`src/rtl/sensor_poll_scheduler.sv`:
```
// sensor_poll_scheduler: autonomous poller for the SR04 and DHT11 controllers.
// Issues periodic start pulses, waits for each sensor's valid edge (or a timeout),
// then requests the matching UART reports. All pulse outputs are registered, 1 cycle wide.
// Optional feature macro: SENSOR_POLL_ERRCNT_EN adds per-sensor saturating timeout counters.
module sensor_poll_scheduler #(
    parameter int unsigned P_US_PER_MS       = 1000,
    parameter int unsigned P_SR04_PERIOD_MS  = 100,
    parameter int unsigned P_DHT11_PERIOD_MS = 2000,
    parameter int unsigned P_TIMEOUT_MS      = 50
) (
    input  logic       iClk,
    input  logic       iRst,
    input  logic       iTick1us,
    input  logic       iEnable,
    input  logic       iSr04DistanceValid,
    input  logic       iDhtDataValid,
    input  logic       iSenderBusy,
    output logic       oSr04Start,
    output logic       oDht11Start,
    output logic       oReqSr04Rpt,
    output logic       oReqTempRpt,
    output logic       oReqHumRpt,
    output logic       oBusy,
    output logic       oTimeout
`ifdef SENSOR_POLL_ERRCNT_EN
    ,
    output logic [7:0] oSr04ErrCnt,
    output logic [7:0] oDhtErrCnt
`endif
);

    localparam int unsigned UsW = (P_US_PER_MS > 1) ? $clog2(P_US_PER_MS) : 1;
    localparam int unsigned SrW = (P_SR04_PERIOD_MS > 1) ? $clog2(P_SR04_PERIOD_MS) : 1;
    localparam int unsigned DhW = (P_DHT11_PERIOD_MS > 1) ? $clog2(P_DHT11_PERIOD_MS) : 1;
    localparam int unsigned ToW = $clog2(P_TIMEOUT_MS + 1);

    localparam logic [UsW-1:0] UsLast = UsW'(P_US_PER_MS - 1);
    localparam logic [SrW-1:0] SrLast = SrW'(P_SR04_PERIOD_MS - 1);
    localparam logic [DhW-1:0] DhLast = DhW'(P_DHT11_PERIOD_MS - 1);
    localparam logic [ToW-1:0] ToMax  = ToW'(P_TIMEOUT_MS);

    typedef enum logic [3:0] {
        StIdle, StSr04St, StSr04Wait, StSr04Rpt,
        StDhtSt, StDhtWait, StDhtRptT, StDhtGap, StDhtRptH
    } stateE;

    stateE          stateQ, stateD;
    logic [UsW-1:0] usCntQ;
    logic [SrW-1:0] sr04CntQ;
    logic [DhW-1:0] dhtCntQ;
    logic [ToW-1:0] toCntQ;
    logic           msTick, sr04Expire, dhtExpire;
    logic           dueSr04Q, dueDhtQ;
    logic           sr04ValidQ, dhtValidQ, sr04Edge, dhtEdge;
    logic           inWait, toHit;
    logic           sr04StartD, dht11StartD, reqSr04D, reqTempD, reqHumD, timeoutD;

    // The whole time base freezes while polling is disabled.
    assign msTick     = iEnable & iTick1us & (usCntQ == UsLast);
    assign sr04Expire = msTick & (sr04CntQ == SrLast);
    assign dhtExpire  = msTick & (dhtCntQ == DhLast);
    assign sr04Edge   = iSr04DistanceValid & ~sr04ValidQ;
    assign dhtEdge    = iDhtDataValid & ~dhtValidQ;
    assign inWait     = (stateQ == StSr04Wait) || (stateQ == StDhtWait);
    assign toHit      = (toCntQ == ToMax);

    // Microsecond-to-millisecond prescaler.
    always_ff @(posedge iClk or negedge iRst) begin
        if (!iRst) begin
            usCntQ <= '0;
        end else if (iEnable && iTick1us) begin
            usCntQ <= (usCntQ == UsLast) ? '0 : usCntQ + UsW'(1);
        end
    end

    // Per-sensor poll period counters.
    always_ff @(posedge iClk or negedge iRst) begin
        if (!iRst) begin
            sr04CntQ <= '0;
            dhtCntQ  <= '0;
        end else if (msTick) begin
            sr04CntQ <= sr04Expire ? '0 : sr04CntQ + SrW'(1);
            dhtCntQ  <= dhtExpire ? '0 : dhtCntQ + DhW'(1);
        end
    end

    // Sticky due flags; a fresh expiry outranks consumption in the same cycle.
    always_ff @(posedge iClk or negedge iRst) begin
        if (!iRst) begin
            dueSr04Q <= 1'b0;
            dueDhtQ  <= 1'b0;
        end else begin
            if (sr04Expire) begin
                dueSr04Q <= 1'b1;
            end else if (stateQ == StSr04St) begin
                dueSr04Q <= 1'b0;
            end
            if (dhtExpire) begin
                dueDhtQ <= 1'b1;
            end else if (stateQ == StDhtSt) begin
                dueDhtQ <= 1'b0;
            end
        end
    end

    // Previous-cycle copies of the valid flags for rising-edge detection.
    always_ff @(posedge iClk or negedge iRst) begin
        if (!iRst) begin
            sr04ValidQ <= 1'b0;
            dhtValidQ  <= 1'b0;
        end else begin
            sr04ValidQ <= iSr04DistanceValid;
            dhtValidQ  <= iDhtDataValid;
        end
    end

    // Timeout counter: cleared on each start, counts ms ticks while waiting, saturates.
    always_ff @(posedge iClk or negedge iRst) begin
        if (!iRst) begin
            toCntQ <= '0;
        end else if ((stateQ == StSr04St) || (stateQ == StDhtSt)) begin
            toCntQ <= '0;
        end else if (inWait && msTick && !toHit) begin
            toCntQ <= toCntQ + ToW'(1);
        end
    end

    // FSM state register.
    always_ff @(posedge iClk or negedge iRst) begin
        if (!iRst) begin
            stateQ <= StIdle;
        end else begin
            stateQ <= stateD;
        end
    end

    // Next state and next pulse values; a report request that can go out at once skips the RPT
    // wait state so it lands on the cycle after the valid edge.
    always_comb begin
        stateD      = stateQ;
        sr04StartD  = 1'b0;
        dht11StartD = 1'b0;
        reqSr04D    = 1'b0;
        reqTempD    = 1'b0;
        reqHumD     = 1'b0;
        timeoutD    = oTimeout;
        unique case (stateQ)
            StIdle: begin
                if (iEnable && dueSr04Q) begin
                    stateD     = StSr04St;
                    sr04StartD = 1'b1;
                end else if (iEnable && dueDhtQ) begin
                    stateD      = StDhtSt;
                    dht11StartD = 1'b1;
                end
            end
            StSr04St: stateD = StSr04Wait;
            StSr04Wait: begin
                if (sr04Edge) begin
                    timeoutD = 1'b0;
                    if (!iSenderBusy) begin
                        reqSr04D = 1'b1;
                        stateD   = StIdle;
                    end else begin
                        stateD = StSr04Rpt;
                    end
                end else if (toHit) begin
                    timeoutD = 1'b1;
                    stateD   = StIdle;
                end
            end
            StSr04Rpt: begin
                if (!iSenderBusy) begin
                    reqSr04D = 1'b1;
                    stateD   = StIdle;
                end
            end
            StDhtSt: stateD = StDhtWait;
            StDhtWait: begin
                if (dhtEdge) begin
                    timeoutD = 1'b0;
                    if (!iSenderBusy) begin
                        reqTempD = 1'b1;
                        stateD   = StDhtGap;
                    end else begin
                        stateD = StDhtRptT;
                    end
                end else if (toHit) begin
                    timeoutD = 1'b1;
                    stateD   = StIdle;
                end
            end
            StDhtRptT: begin
                if (!iSenderBusy) begin
                    reqTempD = 1'b1;
                    stateD   = StDhtGap;
                end
            end
            // Gives the sender a cycle to raise busy after the temperature request.
            StDhtGap: stateD = StDhtRptH;
            StDhtRptH: begin
                if (!iSenderBusy) begin
                    reqHumD = 1'b1;
                    stateD  = StIdle;
                end
            end
            default: stateD = StIdle;
        endcase
    end

    // Registered outputs.
    always_ff @(posedge iClk or negedge iRst) begin
        if (!iRst) begin
            oSr04Start  <= 1'b0;
            oDht11Start <= 1'b0;
            oReqSr04Rpt <= 1'b0;
            oReqTempRpt <= 1'b0;
            oReqHumRpt  <= 1'b0;
            oBusy       <= 1'b0;
            oTimeout    <= 1'b0;
        end else begin
            oSr04Start  <= sr04StartD;
            oDht11Start <= dht11StartD;
            oReqSr04Rpt <= reqSr04D;
            oReqTempRpt <= reqTempD;
            oReqHumRpt  <= reqHumD;
            oBusy       <= (stateD != StIdle);
            oTimeout    <= timeoutD;
        end
    end

`ifdef SENSOR_POLL_ERRCNT_EN
    logic sr04TimeoutEv, dhtTimeoutEv;

    assign sr04TimeoutEv = (stateQ == StSr04Wait) & ~sr04Edge & toHit;
    assign dhtTimeoutEv  = (stateQ == StDhtWait) & ~dhtEdge & toHit;

    // Saturating per-sensor timeout counters, cleared only by reset.
    always_ff @(posedge iClk or negedge iRst) begin
        if (!iRst) begin
            oSr04ErrCnt <= '0;
            oDhtErrCnt  <= '0;
        end else begin
            if (sr04TimeoutEv && (oSr04ErrCnt != 8'hFF)) begin
                oSr04ErrCnt <= oSr04ErrCnt + 8'd1;
            end
            if (dhtTimeoutEv && (oDhtErrCnt != 8'hFF)) begin
                oDhtErrCnt <= oDhtErrCnt + 8'd1;
            end
        end
    end
`endif

endmodule

```
`config.mk`:
```
export PLATFORM = sky130hd
export DESIGN_NAME = sensor_poll_scheduler
export DESIGN_NICKNAME = d
export VERILOG_FILES = /design/src/rtl/sensor_poll_scheduler.sv
export SDC_FILE = /design/constraint.sdc
export NUM_CORES = 1
export LEC_CHECK = 0
export CORE_MARGIN = 3
export CORE_UTILIZATION = 40
export DETAILED_ROUTE_END_ITERATION = 7
export DONT_BUFFER_PORTS = 1
export SETUP_SLACK_MARGIN = 0.05
export SYNTH_ARGS = -nofsm -noshare
export SYNTH_HDL_FRONTEND = slang
export SYNTH_SLANG_ARGS = --single-unit
```
`constraint.sdc`:
```
create_clock -name iClk -period 3.12 [get_ports iClk]
set_input_delay 0.312 -clock iClk [delete_from_list [all_inputs] [get_ports iClk]]
set_output_delay 0.312 -clock iClk [all_outputs]
set_load 0.01 [all_outputs]
```
=== After elaboration in Yosys (flattened, before gate mapping) ===
Cells that the tools add are included.

* Bitwise logic cells: 8
* Mux-type cells: 34
* Reduce and logical (&&, ||, !) cells: 15
* Eq/ne operators: 12
* $add $sub $neg: 4

{| class="wikitable"
|+ Operators by type and width
! cell !! number
|-
| $pmux W4 S8 || 1
|-
| $mux W4 || 7
|-
| $mux W1 || 17
|-
| $eq A4 B3 Y1 const B || 4
|-
| $mux W6 || 2
|-
| $add A11 B1 Y11 const B || 1
|-
| $eq A11 B11 Y1 const B || 1
|-
| $mux W11 || 1
|-
| $add A10 B1 Y10 const B || 1
|-
| $eq A10 B10 Y1 const B || 1
|-
| $mux W10 || 1
|-
| $eq A4 B2 Y1 const B || 2
|-
| $reduce_bool A2 Y1 || 4
|-
| $add A7 B1 Y7 const B || 1
|-
| $eq A7 B7 Y1 const B || 1
|-
| $mux W7 || 1
|-
| $add A6 B1 Y6 const B || 1
|-
| $and A1 B1 Y1 || 6
|-
| $eq A6 B6 Y1 const B || 1
|-
| $pmux W1 S2 || 3
|-
| $logic_and A1 B1 Y1 || 5
|-
| $eq A4 B1 Y1 const B || 1
|-
| $eq A4 B4 Y1 const B || 1
|-
| $logic_not A4 Y1 || 1
|-
| 6 further kinds || 8
|}

* Flip-flop bits (word level): 49
* Input bits: 7
* Logic and storage cells: 89
* Output and inout bits: 7

=== Longest topological paths before layout ===
Gate-level depths: netlist of the first run.

* Depth in word-level cells: 6
* Gate-level depth with buffers: 7
* Mapped depth without buffers: 6

=== Worst setup path before layout of the first run ===
Ideal clock, no wire load.

* Kind: register to register
* Start: reg usCntQ[0]
* End: reg toCntQ[3]
* Period minus slack after synthesis: 1.956 ns
* Arrival time: 1.878 ns
* Setup slack: 1.164 ns
* Stages on the path, launching flop included: 7
* Required time: 3.043 ns
* Setup time: 0.077 ns
* Buffers on the path: 1
* Path through: dfrtp_1 > ha_1 > nand2_1 > or4_4 > buf_6 > or4_1 > a21oi_1

* Word-level cells in the longest chain between the ends: 5

{| class="wikitable"
|+ RTL lines
! item !! line !! source
|-
| from (decl) || 48 || <nowiki>logic [UsW-1:0] usCntQ;</nowiki>
|-
| from (signal assigned) || 72 || <nowiki>usCntQ <= (usCntQ == UsLast) ? '0 : usCntQ + UsW'(1);</nowiki>
|-
| $eq A10 B10 Y1 || 59 || <nowiki>assign msTick = iEnable & iTick1us & (usCntQ == UsLast);</nowiki>
|-
| $and A1 B1 Y1 || 59 ||
|-
| $logic_and A1 B1 Y1 (2 in series) || 123 || <nowiki>end else if (inWait && msTick && !toHit) begin</nowiki>
|-
| $reduce_bool A2 Y1 (no line) || - ||
|-
| to (signal assigned) || 124 || <nowiki>toCntQ <= toCntQ + ToW'(1);</nowiki>
|-
| to (decl) || 51 || <nowiki>logic [ToW-1:0] toCntQ;</nowiki>
|}

Every way passes these cells.
A chain may end at the register's enable or synchronous reset.

=== Final worst setup path of the first run ===
* Start: reg stateQ[0]
* End: reg toCntQ[2]

* Word-level cells in the longest chain between the ends: 5
* Elaborated cells between the ends (all ways): 10
* Classes of those cells: 4 x eq/ne; 1 x mux; 5 x reduce/logical

{| class="wikitable"
|+ RTL lines
! item !! line !! source
|-
| from (decl) || 47 || <nowiki>stateE stateQ, stateD;</nowiki>
|-
| from (signal assigned) || 131 || <nowiki>stateQ <= StIdle;</nowiki>
|-
| from (signal assigned) || 133 || <nowiki>stateQ <= stateD;</nowiki>
|-
| $eq A4 B2 Y1 or $eq A4 B3 Y1 (tied branches) || 64 || <nowiki>assign inWait = (stateQ == StSr04Wait) || (stateQ == StDhtWait);</nowiki>
|-
| $logic_or A1 B1 Y1 || 64 ||
|-
| $logic_and A1 B1 Y1 (2 in series) || 123 ||
|-
| $reduce_bool A2 Y1 (no line) || - ||
|}

Parallel ways exist; a longest one is shown, timed or not.

==> qor.txt, run 1 <==
core area -> 6170 sq um
final net count -> 284
Worst EP required -> 3.36 ns
largest family of logic cells by synthesized area -> simple AND/OR/NAND/NOR gates
Post-Syn Instances -> 274
Critical Path, Cell by Cell -> or3b_2 > a21o_2 > or4_1 > a21oi_1
CP Max Fanout -> 16
Pins Over Slew Limit -> 0
Post-Synth XOR/XNOR Area -> 3.98%
max incr delay on CP -> 0.55 ns
crit path max-delay cell type -> dfrtp_1
final hold vios -> 0
R2R depth -> 4
Post-Synth Simple-Gate Area -> 27.8%
Initial DRC Count -> 110
critical path class -> reg -> reg
via count -> 2,013
Worst Hold Depth -> 0
layout cells sized above 1 -> 6.23%
Fmax -> 489 MHz
RSZ-0062 raised after global routing -> false
Peak VDD IR -> 445 uV
antenna viol nets, final -> 0
status -> finished clean
initial core utilization -> 42.8%
DRT Pass-1 Iters -> 4
vias in the first global route -> 1,977
Synth cell types -> 53
Vert. Die Dim -> 87.2 microns
register area share after synthesis -> 46.5%
CTS tree -> built
fin crit period -> 2.05 ns
synth cell count leaders -> 49 x dfrtp_1, 32 x nand2_1, 17 x o21ai_0
relative slew slack -> 59.5%
clk_skew -> 0.0110 ns
Yosys top cell by area -> dfrtp_1
post-route setup TNS -> 0 ns
Port Buffer Count -> 0
Setup Viol. Count Final -> 0
clk slew on worst S/H paths -> 0.10 ns
final wirelength -> 5.15 mm
Synth Cell Area -> 2640 sq um
Hold Path End -> dhtValidQ
DP HPWL -> 3.65 mm
arrival time worst endpoint -> 2.28 ns
H-Tree Depth -> 2
largest cells by area after synthesis -> dfrtp_1 46%, nand2_1 4.6%, o21ai_0 3.2%
mux cell area share after synthesis -> 1.19%
Finished Layout Cells -> 348
Synth top area share -> 46.5%
clk_lat worst skew -> 0.31 ns
die area -> 7610 sq um
CTS Buf Count -> 5
Die W -> 87.2 microns
Synth Area in Compound Gates -> 14.1%
Async S/R FF share, synth -> 100%
Final GP Congestion -> 0.780
antenna violations before repair -> 0
area grow syn2layout -> 6.92%
Antenna diodes -> 0
post_cts resized -> 0
main flop type after synthesis -> dfrtp_1
Overflow after GRT -> 0
register bit count reported by yosys -> 49
Post-CTS Setup Bufs -> 0
crit path capture type -> flip-flop
dpl cells -> 338
Syn Area/Cell -> 9.63 sq um
Max Cap Violations -> 0
Synth Area in Adders -> 2.37%
num rows -> 28
synthesis warning total -> 0
Worst Tran Pin Value -> 0.599 ns
fin crit share -> 65.6%
largest net degree at the start of global routing -> 50
Crit Reg-Reg Startpoint -> stateQ[0]
Power per Cell Area -> 552 nW/um^2
hold-fix buffer count after cts -> 2
DR vias/cell -> 5.78
DRC Markers -> 0
Hold Path Class -> in -> reg
syn nets -> 286
clock tree buffer depth -> 2
Hold Crit Start -> iDhtDataValid
register-to-register setup slack -> 1.07 ns
clock sinks -> 49
root buffer cell -> clkbuf_8
number of synthesized flops with an enable pin -> 0
GRT Total Usage -> 15.6%
Fillers -> 586
count leader, synth -> dfrtp_1
static leakage -> 1.19 nW
RR Endpoint -> toCntQ[2]
WL per Instance -> 14.8 microns
IO Count -> 14
Critical Path Start Type -> flip-flop
first-pass GRT wire length -> 9.45 mm
## stage by stage
stage | setup slack [ns] | power, mW | hold WS (ns) | area, sq um | utilization, %
2_1_floorplan | 1.16 | 1.01 | 0.0164 | 2640 | -
3_3_place_gp | 1.08 | 1.07 | 0.0185 | 2670 | 43.2
3_5_place_dp | 1.07 | 1.08 | 0.0186 | 2670 | 43.2
4_1_cts | 1.04 | 1.58 | 0.0232 | 2820 | 45.8
5_1_grt | 0.755 | 1.66 | 0.0106 | 2820 | 45.8
6_report | 1.07 | 1.56 | 0.0309 | 2820 | 45.8
## cell usage in the layout (no fill, tap or decap), types with 6 or more instances in the layout
master | netlist | routed
nand3_1 | 12 | 12
nor2b_1 | 6 | 6
o31ai_1 | 8 | 8
inv_1 | 9 | 9
xnor2_1 | 9 | 9
dfrtp_1 | 49 | 49
or4_1 | 6 | 6
a21oi_1 | 13 | 13
nand2_1 | 32 | 32
o21ai_0 | 17 | 17
nand4_1 | 10 | 10
nor2_1 | 11 | 11
## worst max-delay path: cells and delay by family (launching register included)
family	cells	cell delay (ns)
simple gates	2	1.01
flops	1	0.55
compound gates	2	0.40
## state kept, by name, summed over array words and instances (netlist names), 4 cells and up
signal and flops:
dhtCntQ 11, sr04CntQ 7, stateQ 4, toCntQ 6, usCntQ 10
## per-layer routing
metal / vias up / wire length, microns / track usage [%]
met2: 31 / 2400 / 24.2
met1: 967 / 2490 / 21.5
met3: 5 / 187 / 3.31
li1: 1010 / - / -
met4: 0 / 68 / 5.44
met5: - / 0 / 0
## layout make-up
cell class                 count  area (sq um)  share of cell area [%]
tap                           75          93.8                    3.33
multi-input combinational    204          1300                    46.2
clock buffer                   5          68.8                    2.44
timing repair buffer           3          45.0                    1.60
sequential                    49          1230                    43.5
inverter                       9          33.8                    1.20
clock inverter                 3          50.0                    1.77
## how the worst max path moves through the flow
stage                     slack, ns      start   endpoint  cells after the start
after floorplan                1.16  usCntQ[0]  toCntQ[3]                      6
after global placement         1.08  usCntQ[3]  toCntQ[2]                      4
after detailed placement       1.07  usCntQ[3]  toCntQ[2]                      4
after CTS                      1.04  usCntQ[3]  toCntQ[2]                      4
after global routing           0.76  usCntQ[3]  toCntQ[2]                      4
final                          1.07  stateQ[0]  toCntQ[2]                      4
## cell families (layout without fill, tap and decap cells)
| group | count (synthesis) | in the layout |
|---|---|---|
| AOI/OAI and AO/OA | 58 | 58 |
| adders and majority gates | 5 | 5 |
| muxes | 3 | 3 |
| DFF | 49 | 49 |
| buffers and inverters | 21 | 20 |
| xor gates and xnor gates | 12 | 12 |
| and+or+nand+nor | 126 | 126 |
## power breakdown
part,switching [mW],total [mW],internal [mW]
combinational,0.155,0.281,0.126
clock,0.229,0.475,0.246
sequential,0.107,0.802,0.695
total,0.491,1.56,1.07
Note: power is estimated with default switching activity, not from simulation.
==> run 2, diff against run 1 <==
==> constraint.sdc (replaced) <==
create_clock -name iClk -period 2.1 [get_ports iClk]
set_input_delay 0.21 -clock iClk [delete_from_list [all_inputs] [get_ports iClk]]
set_output_delay 0.21 -clock iClk [all_outputs]
set_load 0.01 [all_outputs]
==> qor.txt, run 2 (same netlist as run 1, synthesis figures left out) <==
Finished Cell Area -> 2950 sq um (was 2820 sq um)
Fmax -> 499 MHz (was 489 MHz)
worst slack at placement -> 0.0566 ns (was 1.07 ns)
Buf+Inv Stages, Crit Path -> 1 (was 0)
fin crit share -> 95.5% (was 65.6%)
Power per Cell Area -> 826 nW/um^2 (was 552 nW/um^2)
final wirelength -> 5.55 mm (was 5.15 mm)
CTS tree -> built (unchanged)
clock sinks -> 49 (unchanged)
area grow syn2layout -> 11.8% (was 6.92%)
Largest regs -> dhtCntQ: 11 flops, usCntQ: 10 flops, sr04CntQ: 7 flops (unchanged)
via count -> 2,108 (was 2,013)
Hold Path Class -> in -> reg (unchanged)
dpl cells -> 343 (was 338)
Overflow after GRT -> 0 (unchanged)
Critical Path, Cell by Cell -> nand4b_1 > or4_4 > buf_4 > or4_1 > nand2_1 (was or3b_2 > a21o_2 > or4_1 > a21oi_1)
DR vias/cell -> 5.82 (was 5.78)
RR Endpoint -> dhtCntQ[9] (was toCntQ[2])
R2R depth -> 5 (was 4)
Hold Crit Start -> iSenderBusy (was iDhtDataValid)
Antenna diodes -> 0 (unchanged)
Max Cap Violations -> 0 (unchanged)
Initial DRC Count -> 133 (was 110)
Worst Hold Depth -> 1 (was 0)
largest net degree at the start of global routing -> 50 (unchanged)
Port Buffer Count -> 0 (unchanged)
Tot Pwr -> 2.44 mW (was 1.56 mW)
clk_skew -> 0.00509 ns (was 0.0110 ns)
antenna violations before repair -> 0 (unchanged)
clock tree buffer depth -> 2 (unchanged)
DP HPWL -> 3.80 mm (was 3.65 mm)
Finished Layout Cells -> 362 (was 348)
Hold Path End -> stateQ[3] (was dhtValidQ)
final hold slack -> 0.0789 ns (was 0.0309 ns)
status -> finished clean (unchanged)
Critical Path Start Type -> flip-flop (unchanged)
clk slew on worst S/H paths -> 0.09 ns (was 0.10 ns)
clk_lat worst skew -> 0.30 ns (was 0.31 ns)
crit path capture type -> flip-flop (unchanged)
RSZ-0062 raised after global routing -> true (was false)
core area -> 6170 sq um (unchanged)
H-Tree Depth -> 2 (unchanged)
Worst path top cell family by delay -> simple AND/OR/NAND/NOR gates (unchanged)
post-layout util -> 47.8% (was 45.8%)
sequential cell area -> 1230 sq um (about the same)
Crit Reg-Reg Startpoint -> usCntQ[4] (was stateQ[0])
Worst Tran Pin Value -> 0.705 ns (was 0.599 ns)
static leakage -> 1.26 nW (was 1.19 nW)
register-to-register setup slack -> 0.1 ns (was 1.07 ns)
layout cells sized above 1 -> 11.5% (was 6.23%)
DRT Pass-1 Iters -> 4 (unchanged)
Peak VDD IR -> 467 uV (was 445 uV)
Vert. Die Dim -> 87.2 microns (unchanged)
DRC Markers -> 0 (unchanged)
Worst EP required -> 2.34 ns (was 3.36 ns)
vias in the first global route -> 2,046 (was 1,977)
most common cell after layout, fill and taps aside -> dfrtp_1 (unchanged)
WL per Instance -> 15.3 microns (was 14.8 microns)
critical path class -> reg -> reg (unchanged)
first-pass GRT wire length -> 9.81 mm (was 9.45 mm)
die area -> 7610 sq um (unchanged)
fin crit period -> 2.00 ns (was 2.05 ns)
num rows -> 28 (unchanged)
root buffer cell -> clkbuf_8 (unchanged)
largest reg by FF count -> dhtCntQ (unchanged)
CP Max Fanout -> 7 (was 16)
commonest cells after routing, fill and taps aside -> 47 x dfrtp_1, 32 x nand2_1, 17 x o21ai_0 (was 49 x dfrtp_1, 32 x nand2_1, 17 x o21ai_0)
Final WS setup -> 0.0954 ns (was 1.07 ns)
IO Count -> 14 (unchanged)
Pins Over Slew Limit -> 0 (unchanged)
CTS Buf Count -> 5 (unchanged)
final hold vios -> 0 (unchanged)
area of the multi-input gates -> 1320 sq um (was 1300 sq um)
final net count -> 298 (was 284)
Final GP Congestion -> 0.800 (was 0.780)
relative slew slack -> 52.4% (was 59.5%)
Fillers -> 565 (was 586)
Placement Cell Area -> 2700 sq um (was 2670 sq um)
post-route setup TNS -> 0 ns (unchanged)
initial core utilization -> 42.8% (unchanged)
Setup Viol. Count Final -> 0 (unchanged)
antenna viol nets, final -> 0 (unchanged)
max incr delay on CP -> 0.57 ns (was 0.55 ns)
GRT Total Usage -> 16.1% (was 15.6%)
Die W -> 87.2 microns (unchanged)
crit path max-delay cell type -> or4_4 (was dfrtp_1)
flip-flop count of the largest register after layout -> 11 (unchanged)
arrival time worst endpoint -> 2.24 ns (was 2.28 ns)
-- run 2: cell types whose count changed in the layout (fill, tap and decap cells not counted), moves of 2 or more --
cell / before / now
dfrtp_1: 49 / 47
buf_4: 1 / 12
dfrtp_2: 0 / 2
dlygate4sd3_1: 1 / 4
-- run 2: power breakdown --
group          internal (mW)  switching [mW]  total (mW)
Combinational          0.271           0.335       0.606
Sequential              1.04          0.0923        1.13
Clock                  0.389           0.313       0.702
-- run 2: how the worst max path moves through the flow --
stage	start	to	cells after the start
floorplan	usCntQ[0]	toCntQ[3]	6
global placement	usCntQ[0]	toCntQ[5]	5
detailed placement	usCntQ[0]	toCntQ[4]	5
CTS	usCntQ[0]	toCntQ[3]	5
global route	usCntQ[4]	dhtCntQ[9]	5
finish	usCntQ[4]	dhtCntQ[9]	5
-- run 2: worst register-to-register path: stages, from the launching register on --
cell and delay [ns]:
dfrtp_2 0.46, nand4b_1 0.19, or4_4 0.57, buf_4 0.17, or4_1 0.49, nand2_1 0.07
-- run 2: final cells by class --
type                       count  share of cell area, %
sequential                    49                   41.7
timing repair buffer          17                   5.35
clock inverter                 1                   1.02
clock buffer                   7                   2.93
tap                           75                   3.18
multi-input combinational    204                   44.7
inverter                       9                   1.15
-- run 2: layer usage --
metal | track usage (%) | routed length (microns) | vias to the layer above
li1 | - | - | 1037
met1 | 22.7 | 2800 | 1037
met2 | 24.6 | 2550 | 26
met3 | 3.12 | 128 | 8
met4 | 5.72 | 76 | 0
met5 | 0 | 0 | -
-- run 2: repair_timing --
item,in CTS,in global routing
setup endpoints to repair,2,6
hold buffers,5,0
buffers inserted,2,4
resized for setup,1,6
gates cloned,0,0
pin swaps,0,3
hold endpoints to repair,53,0
